File: config.mk
export PLATFORM = sky130hd
export DESIGN_NAME = uart_prog_loader
export DESIGN_NICKNAME = d
export VERILOG_FILES = /design/src/rtl/uart_prog_loader.sv
export SDC_FILE = /design/constraint.sdc
export NUM_CORES = 1
export LEC_CHECK = 0
export BUFFER_PORTS_ARGS = -buffer_cell sky130_fd_sc_hd__buf_2
export CORE_MARGIN = 2
export CORE_UTILIZATION = 58
export DETAILED_ROUTE_END_ITERATION = 8
export GPL_TIMING_DRIVEN = 1
export PLACE_DENSITY = 0.8
export SYNTH_ARGS = -nofsm -noshare
export SYNTH_HDL_FRONTEND = slang
export SYNTH_SLANG_ARGS = --single-unit
File: constraint.sdc
create_clock -name hclk -period 3.77 [get_ports hclk]
set_clock_uncertainty 0.2 [all_clocks]
set_input_delay 0.1885 -clock hclk [delete_from_list [all_inputs] [get_ports hclk]]
set_output_delay 0.1885 -clock hclk [all_outputs]
set_load 0.005 [all_outputs]
File: src/rtl/uart_prog_loader.sv
// uart_prog_loader: receives a little-endian 8N1 byte stream while prog_en is
// high, packs every four bytes into a 32-bit word and writes it through the
// memory back-door port at an incrementing word address. The core is held in
// reset while loading.
// Optional build macro: UART_PROG_LOADER_FLUSH_EN -- when defined, a partial
// word left over at the prog_en fall is written out zero-filled.
//
// Handshake: there is none on the write side. write is a one-cycle strobe,
// and wraddrin/wrdatain are valid in that cycle and hold until the next one.
module uart_prog_loader #(
    parameter int CLKS_PER_BIT = 434,
    parameter int ADDR_W       = 16
) (
    input  logic              hclk,
    input  logic              hresetn,
    input  logic              uart_rx,
    input  logic              prog_en,
    output logic              write,
    output logic [ADDR_W-1:0] wraddrin,
    output logic [31:0]       wrdatain,
    output logic              cpu_resetn,
    output logic [ADDR_W-1:0] word_cnt,
    output logic              frame_err
);

    localparam int                HALF      = CLKS_PER_BIT / 2;
    localparam logic [15:0]       HALF_LAST = 16'(HALF - 1);
    localparam logic [15:0]       BIT_LAST  = 16'(CLKS_PER_BIT - 1);
    localparam logic [ADDR_W-1:0] ADDR_ONE  = ADDR_W'(1);

    typedef enum logic [1:0] {
        ST_IDLE  = 2'd0,
        ST_START = 2'd1,
        ST_DATA  = 2'd2,
        ST_STOP  = 2'd3
    } rx_state_e;

    // Synchronisers and edge-detect history
    logic rx_meta_q, rx_sync_q, rx_prev_q;
    logic pe_meta_q, pe_sync_q, pe_prev_q;

    // Receiver state
    rx_state_e   state_q, state_d;
    logic [15:0] cnt_q, cnt_d;
    logic [2:0]  bit_idx_q, bit_idx_d;
    logic [7:0]  shift_q, shift_d;
    logic        byte_vld_q, byte_vld_d;
    logic        ferr_set;

    // Word assembly and outputs
    logic [ADDR_W-1:0] addr_q, addr_d;
    logic [1:0]        byte_cnt_q, byte_cnt_d;
    logic [31:0]       stage_q, stage_d;
    logic [31:0]       word_next;
    logic              write_q, write_d;
    logic [ADDR_W-1:0] wraddr_q, wraddr_d;
    logic [31:0]       wrdata_q, wrdata_d;
    logic              ferr_q, ferr_d;
    logic              cpu_rstn_q, cpu_rstn_d;

    logic pe_rise, pe_fall, rx_fall;

    assign pe_rise = pe_sync_q & ~pe_prev_q;
    assign pe_fall = ~pe_sync_q & pe_prev_q;
    assign rx_fall = rx_prev_q & ~rx_sync_q;

    // Two-flop synchronisers plus one history flop for edge detection
    always_ff @(posedge hclk or negedge hresetn) begin
        if (!hresetn) begin
            rx_meta_q <= 1'b1;
            rx_sync_q <= 1'b1;
            rx_prev_q <= 1'b1;
            pe_meta_q <= 1'b0;
            pe_sync_q <= 1'b0;
            pe_prev_q <= 1'b0;
        end else begin
            rx_meta_q <= uart_rx;
            rx_sync_q <= rx_meta_q;
            rx_prev_q <= rx_sync_q;
            pe_meta_q <= prog_en;
            pe_sync_q <= pe_meta_q;
            pe_prev_q <= pe_sync_q;
        end
    end

    // Receiver state register
    always_ff @(posedge hclk or negedge hresetn) begin
        if (!hresetn) begin
            state_q    <= ST_IDLE;
            cnt_q      <= 16'd0;
            bit_idx_q  <= 3'd0;
            shift_q    <= 8'd0;
            byte_vld_q <= 1'b0;
        end else begin
            state_q    <= state_d;
            cnt_q      <= cnt_d;
            bit_idx_q  <= bit_idx_d;
            shift_q    <= shift_d;
            byte_vld_q <= byte_vld_d;
        end
    end

    // Receiver next state: mid-bit sampling, LSB first. An IDLE entered with
    // rx still low (bad stop bit) needs rx to go high before rx_fall can fire.
    always_comb begin
        state_d    = state_q;
        cnt_d      = cnt_q;
        bit_idx_d  = bit_idx_q;
        shift_d    = shift_q;
        byte_vld_d = 1'b0;
        ferr_set   = 1'b0;
        if (!pe_sync_q) begin
            state_d   = ST_IDLE;
            cnt_d     = 16'd0;
            bit_idx_d = 3'd0;
        end else begin
            case (state_q)
                ST_IDLE: begin
                    cnt_d = 16'd0;
                    if (rx_fall) state_d = ST_START;
                end
                ST_START: begin
                    if (cnt_q == HALF_LAST) begin
                        cnt_d     = 16'd0;
                        bit_idx_d = 3'd0;
                        state_d   = rx_sync_q ? ST_IDLE : ST_DATA;
                    end else begin
                        cnt_d = cnt_q + 16'd1;
                    end
                end
                ST_DATA: begin
                    if (cnt_q == BIT_LAST) begin
                        cnt_d   = 16'd0;
                        shift_d = {rx_sync_q, shift_q[7:1]};
                        if (bit_idx_q == 3'd7) state_d = ST_STOP;
                        else bit_idx_d = bit_idx_q + 3'd1;
                    end else begin
                        cnt_d = cnt_q + 16'd1;
                    end
                end
                ST_STOP: begin
                    if (cnt_q == BIT_LAST) begin
                        cnt_d   = 16'd0;
                        state_d = ST_IDLE;
                        if (rx_sync_q) byte_vld_d = 1'b1;
                        else ferr_set = 1'b1;
                    end else begin
                        cnt_d = cnt_q + 16'd1;
                    end
                end
                default: state_d = ST_IDLE;
            endcase
        end
    end

    // Incoming byte merged into its lane; lanes above byte_cnt stay zero
    assign word_next = stage_q | ({24'd0, shift_q} << {byte_cnt_q, 3'b000});

    // Word assembly, address counter, flush and core-reset control
    always_comb begin
        addr_d     = addr_q;
        byte_cnt_d = byte_cnt_q;
        stage_d    = stage_q;
        write_d    = 1'b0;
        wraddr_d   = wraddr_q;
        wrdata_d   = wrdata_q;
        ferr_d     = ferr_q | ferr_set;
        if (pe_rise) begin
            addr_d     = '0;
            byte_cnt_d = 2'd0;
            stage_d    = 32'd0;
            ferr_d     = 1'b0;
        end else if (pe_fall) begin
`ifdef UART_PROG_LOADER_FLUSH_EN
            if (byte_cnt_q != 2'd0) begin
                write_d  = 1'b1;
                wraddr_d = addr_q;
                wrdata_d = stage_q;
                addr_d   = addr_q + ADDR_ONE;
            end
`endif
            byte_cnt_d = 2'd0;
            stage_d    = 32'd0;
        end else if (byte_vld_q) begin
            if (byte_cnt_q == 2'd3) begin
                write_d    = 1'b1;
                wraddr_d   = addr_q;
                wrdata_d   = word_next;
                addr_d     = addr_q + ADDR_ONE;
                byte_cnt_d = 2'd0;
                stage_d    = 32'd0;
            end else begin
                byte_cnt_d = byte_cnt_q + 2'd1;
                stage_d    = word_next;
            end
        end
        // pe_prev_q is still high in the cycle a flush is requested, so the
        // release lands the cycle after the flush write (two after the fall).
        cpu_rstn_d = ~(pe_sync_q | pe_prev_q);
    end

    // Word assembly and output registers
    always_ff @(posedge hclk or negedge hresetn) begin
        if (!hresetn) begin
            addr_q     <= '0;
            byte_cnt_q <= 2'd0;
            stage_q    <= 32'd0;
            write_q    <= 1'b0;
            wraddr_q   <= '0;
            wrdata_q   <= 32'd0;
            ferr_q     <= 1'b0;
            cpu_rstn_q <= 1'b0;
        end else begin
            addr_q     <= addr_d;
            byte_cnt_q <= byte_cnt_d;
            stage_q    <= stage_d;
            write_q    <= write_d;
            wraddr_q   <= wraddr_d;
            wrdata_q   <= wrdata_d;
            ferr_q     <= ferr_d;
            cpu_rstn_q <= cpu_rstn_d;
        end
    end

    assign write      = write_q;
    assign wraddrin   = wraddr_q;
    assign wrdatain   = wrdata_q;
    assign word_cnt   = addr_q;   // words written since the rise == next address
    assign frame_err  = ferr_q;
    assign cpu_resetn = cpu_rstn_q;

endmodule

# Word-level counts from Yosys, hierarchy flattened
# Index checks and enable logic that the tools add are counted.
# Widths: inputs -> output; s select.
[op_classes] n_addsub=4 eq_ne=15 shifts=1 muxes=42 bitwise_logic=12 n_reduce_logical=10
[ops] operator="$mux 32" n=4
[ops] operator="$mux 16" n=7
[ops] operator="$pmux 16 s3" n=1
[ops] operator="$add 16x1->16 const B" n=2
[ops] operator="$or 32x32->32" n=1
[ops] operator="$shl 8x5->32" n=1
[ops] operator="$mux 2" n=11
[ops] operator="$ne 3x3->1 const B" n=6
[ops] operator="$eq 16x8->1 const B" n=1
[ops] operator="$eq 16x9->1 const B" n=1
[ops] operator="$mux 1" n=13
[ops] operator="$mux 3" n=4
[ops] operator="$pmux 2 s4" n=1
[ops] operator="$reduce_and 4->1" n=2
[ops] operator="$eq 2x2->1 const B" n=3
[ops] operator="$not 1->1" n=6
[ops] operator="$pmux 3 s2" n=1
[ops] operator="$reduce_and 3->1" n=2
[ops] operator="$reduce_and 5->1" n=1
[ops] operator="$reduce_bool 2->1" n=2
[ops] operator="$add 3x1->3 const B" n=1
[ops] operator="$and 1x1->1" n=3
[ops] operator="$eq 3x3->1 const B" n=1
[ops] operator="$ne 3x1->1 const B" n=1
[ops] operator="other kinds (7)" n=8
[totals] regBits=137 inputBits=4 output_inout_bits=67 elab_cells=103

# Logic depth before layout (Yosys ltp)
[depth] word_depth=6 ltp_mapped=10 depth_no_buf=6

# Least setup slack after synthesis
# OpenSTA, ideal clock, no wires.
[synth_path] kind="reg-to-reg" start="register pe_sync_q" end="register stage_q[16]" setup_ns=0.067 arrival_ns=2.529 t_required_ns=3.503 slack_ns=0.974 stages_incl_launch_ff=9 path_buffers=3 synth_period_minus_slack_ns=2.796 cell_sequence="dfrtp_1 buf_2 clkinv_1 clkbuf_1 ha_1 or4b_2 clkbuf_1 nor3b_2 a22o_1"
[synth_between] elab_chain_len=4 word_cells_on_any_way=6 cone_classes="2 x mux; 3 x bitwise; 1 x reduce/logical"
[synth_lines] element="start: declaration" line="40" rtl="logic pe_meta_q, pe_sync_q, pe_prev_q;"
[synth_lines] element="start signal: assignment" line="81" rtl="pe_sync_q <= pe_meta_q;"
[synth_lines] element="$not 1->1" line="64" rtl="assign pe_fall = ~pe_sync_q & pe_prev_q;"
[synth_lines] element="$and 1x1->1" line="64"
[synth_lines] element="$mux 32" line="173" rtl="end else if (pe_fall) begin"
[synth_lines] element="$mux 32" line="168" rtl="if (pe_rise) begin"
[synth_lines] element="end signal: assignment" line="216" rtl="stage_q <= stage_d;"
[synth_lines] element="end: declaration" line="53" rtl="logic [31:0] stage_q, stage_d;"
# Parallel ways exist; a longest one is shown, timed or not.
# A chain may end at the register's enable or synchronous reset.

# Final worst setup path
[layout_path] start="register pe_sync_q" end="register wrdata_q[18], in the netlist wrdatain[18]"
[layout_between] elab_chain_len=4 word_cells_on_any_way=6 cone_classes="5 x bitwise; 1 x reduce/logical"
[layout_lines] element="$not 1->1" line="64"
[layout_lines] element="$and 1x1->1" line="64"
[layout_lines] element="$not 1->1 (no source line)"
[layout_lines] element="$reduce_and 4->1 (no source line) (*)"
[layout_lines] element="end signal: assignment" line="219" rtl="wrdata_q <= wrdata_d;"
[layout_lines] element="end: declaration" line="57" rtl="logic [31:0] wrdata_q, wrdata_d;"
# Mark *: on every way between the ends. The rest lies on a longest branch, timed or not.

==> results.sh <==
export IMPL_antenna_cells=0
export IMPL_hold_violations=0
export IMPL_slowest_delay_ps=550
export IMPL_netlist_instances=537
export IMPL_synth_largest_area_cell="dfrtp_1"
export IMPL_finalSetupViolCount=0
export IMPL_ys_warn_count=0
export IMPL_initial_utilization=0.600
export IMPL_synthMuxAreaShare=0.0520
export IMPL_max_vdd_ir_drop_v=0.000287
export IMPL_internal_power_mw=2.65
export IMPL_clkSinkCount=137
export IMPL_synth_top_area_share=0.566
export IMPL_htree_levels=4
export IMPL_drt_wl_total_um=12300
export IMPL_cts_resized=0
export IMPL_detail_route_vias_per_cell=5.89
export IMPL_final_net_count=604
export IMPL_period_minus_slack_ps=2750
export IMPL_ys_ff_latch=137
export IMPL_cts_root_buf="clkbuf_8"
export IMPL_port_buffers=70
export IMPL_swShare=0.198
export IMPL_hold_path_class="primary input to register"
export IMPL_synthFlopType="dfrtp_1"
export IMPL_clk_latency_ps=520
export IMPL_p_total_mw=3.31
export IMPL_synth_distinct_cells=49
export IMPL_setup_tns_ps=0
export IMPL_cts_tree="built"
export IMPL_gr_total_overflow=0
export IMPL_fmax_ghz=0.364
export IMPL_rsz0062_at_grt="false"
export IMPL_path_common_cell="buf_4"
export IMPL_wl_per_cell_um=16.7
export IMPL_die_x_um=105
export IMPL_dieArea_um2=11000
export IMPL_fin_util=0.707
export IMPL_synth_xor_area_frac=0.0207
export IMPL_p_comb_frac=0.019
export IMPL_clockPowerShare=0.533
export IMPL_p_leak_nw=3.34
export IMPL_fp_dieH_um=105
export IMPL_clockBufferDepth=2
export IMPL_slew_violations=0
export IMPL_gp_congestion=0.802
export IMPL_syn_area_per_cell_um2=11.0
export IMPL_hpwl_um=7530
export IMPL_p_per_area_nw_per_um2=474
export IMPL_syn_cell_area_um2=5920
export IMPL_grt_max_degree=75
export IMPL_synthAdderAreaFrac=0.0211
export IMPL_cp_end_kind="register"
export IMPL_worst_pin_slew_ps=922
export IMPL_coreArea_um2=9860
export IMPL_drc_errors=0
export IMPL_rows=36
export IMPL_arrival_ps=2970
export IMPL_drv_cap=0
export IMPL_drtIter0Drc=233
export IMPL_synth_edf_count=0
export IMPL_status="complete, no violations"
export IMPL_cts_setup_buffers=0
export IMPL_globalRouteTotalUtil=0.236
export IMPL_vias=4333
export IMPL_critPathSlowestCell="dfrtp_1"
export IMPL_critPathLaunchType="register"
export IMPL_ant_nets=0
export IMPL_seq_area_frac_synth=0.580
export IMPL_maxSlewHeadroom=0.386
export IMPL_period_share=0.729
export IMPL_p_sw_mw=0.656
export IMPL_required_ps=3990
export IMPL_crit_family="buffers and inverters"
export IMPL_mostFrequentLayoutCell="dfrtp_1"
export IMPL_drive_gt1_frac=0.234
export IMPL_io_pins=71
export IMPL_p_seq_frac=0.448
export IMPL_grt_pass1_wl_um=20700
export IMPL_ys_async_sr_fraction=1.00
export IMPL_syn_nets=551
export IMPL_hold_buffers=3
export IMPL_synth_area_leaders="dfrtp_1, a22o_1, o21ai_0, mux2_2, nand2_1"
export IMPL_synth_top_family_by_area="compound AO/OA/AOI/OAI gates"
export IMPL_syn2layout_area_growth_pct=17.7
export IMPL_synthSimpleGateAreaFrac=0.135
export IMPL_final_cell_mix="dfrtp_1, buf_2, nand2_1, o21ai_0, a21oi_1"
export IMPL_cp_max_fo=50
export IMPL_path_clk_slew_ps=60
export IMPL_grt_pass1_vias=4192
export IMPL_critPathKind="register to register"
export IMPL_antenna_found_initial=0
export IMPL_firstDrtPassIters=5
export IMPL_crit_buf_inv=3
export IMPL_crit_chain="clkinv_1 -> buf_4 -> ha_1 -> or2_2 -> buf_4 -> nand2_1 -> o21ai_0"
export IMPL_synth_compound_area_frac=0.153
export IMPL_cts_buffers=17
[synth_stat cells, types with 4 or more instances]
cell type	count
dfrtp_1	134
nand2_1	56
o21ai_0	56
a21oi_1	37
a22o_1	33
clkbuf_1	28
mux2_2	22
nor3_1	22
buf_1	11
nor2_1	11
ha_1	10
nand4_1	10
inv_1	9
xnor2_1	9
nand3_1	8
and2_1	6
mux2i_1	6
nor4_1	6
a41oi_1	5
xor2_1	5
and3_1	4
[path summary, 6_finish.rpt]
path	startpoint	to	slack, ps	depth (start not counted)
max in group asynchronous	hresetn	rx_sync_q	2320	3
min in group asynchronous	hresetn	wrdatain[0]	150	2
worst max register to register	pe_sync_q	wrdatain[18]	1020	7
worst max-delay path	pe_sync_q	wrdatain[18]	1020	7
worst min register to register	pe_meta_q	pe_sync_q	160	0
worst min-delay path	prog_en	pe_meta_q	110	2
[flip-flops by register name, summed over array words and instances (netlist names), 2 cells and up]
name / count
shift_q: 8
word_cnt: 16
cnt_q: 16
wraddrin: 16
byte_cnt_q: 2
bit_idx_q: 3
state_q: 2
wrdatain: 32
stage_q: 32
[cell families (layout without fill, tap and decap cells)]
logic type,after synthesis,count (layout)
AOI/OAI and AO/OA,145,145
xor gates and xnor gates,14,14
adders and majority gates,10,10
buffers and inverters,54,120
DFF,137,137
muxes,28,28
and+or+nand+nor,149,149
[final cells by class]
class | count | area (um2)
tap | 133 | 166
clock buffer | 21 | 439
clock inverter | 11 | 195
fill | 686 | 2890
multi-input combinational | 346 | 2270
inverter | 10 | 37.5
sequential | 137 | 3430
timing repair buffer | 78 | 433
[worst register-to-register path: stages (launching register included)]
cell and delay [ps]:
dfrtp_1 550, clkinv_1 150, buf_4 230, ha_1 290, or2_2 510, buf_4 480
nand2_1 140, o21ai_0 110
[stage by stage]
stage	instance area (um2)	hold WS, ps	setup WS (ps)	cells
5_1_grt	6970	98.8	814	736
3_5_place_dp	6310	98.4	1030	701
3_3_place_gp	6310	93.9	1150	701
2_1_floorplan	5920	-307	974	537
6_report	6970	106	1020	736
4_1_cts	6970	96.8	1010	736
[metal layers]
metal,share of wire,GRT usage
met5,0,0
met4,0.017,0.101
met3,0.046,0.0480
met2,0.49,0.367
met1,0.45,0.324
[power groups by stage]
stage	sequential [mW]	clock, mW	combinational (mW)
global placement	1.51	0	0.0601
floorplan	1.51	0	0.0252
global route	1.48	1.86	0.0721
finish	1.48	1.76	0.0621
detailed placement	1.51	0	0.0618
CTS	1.48	1.79	0.0644
Note: power is estimated with default switching activity, not from simulation.
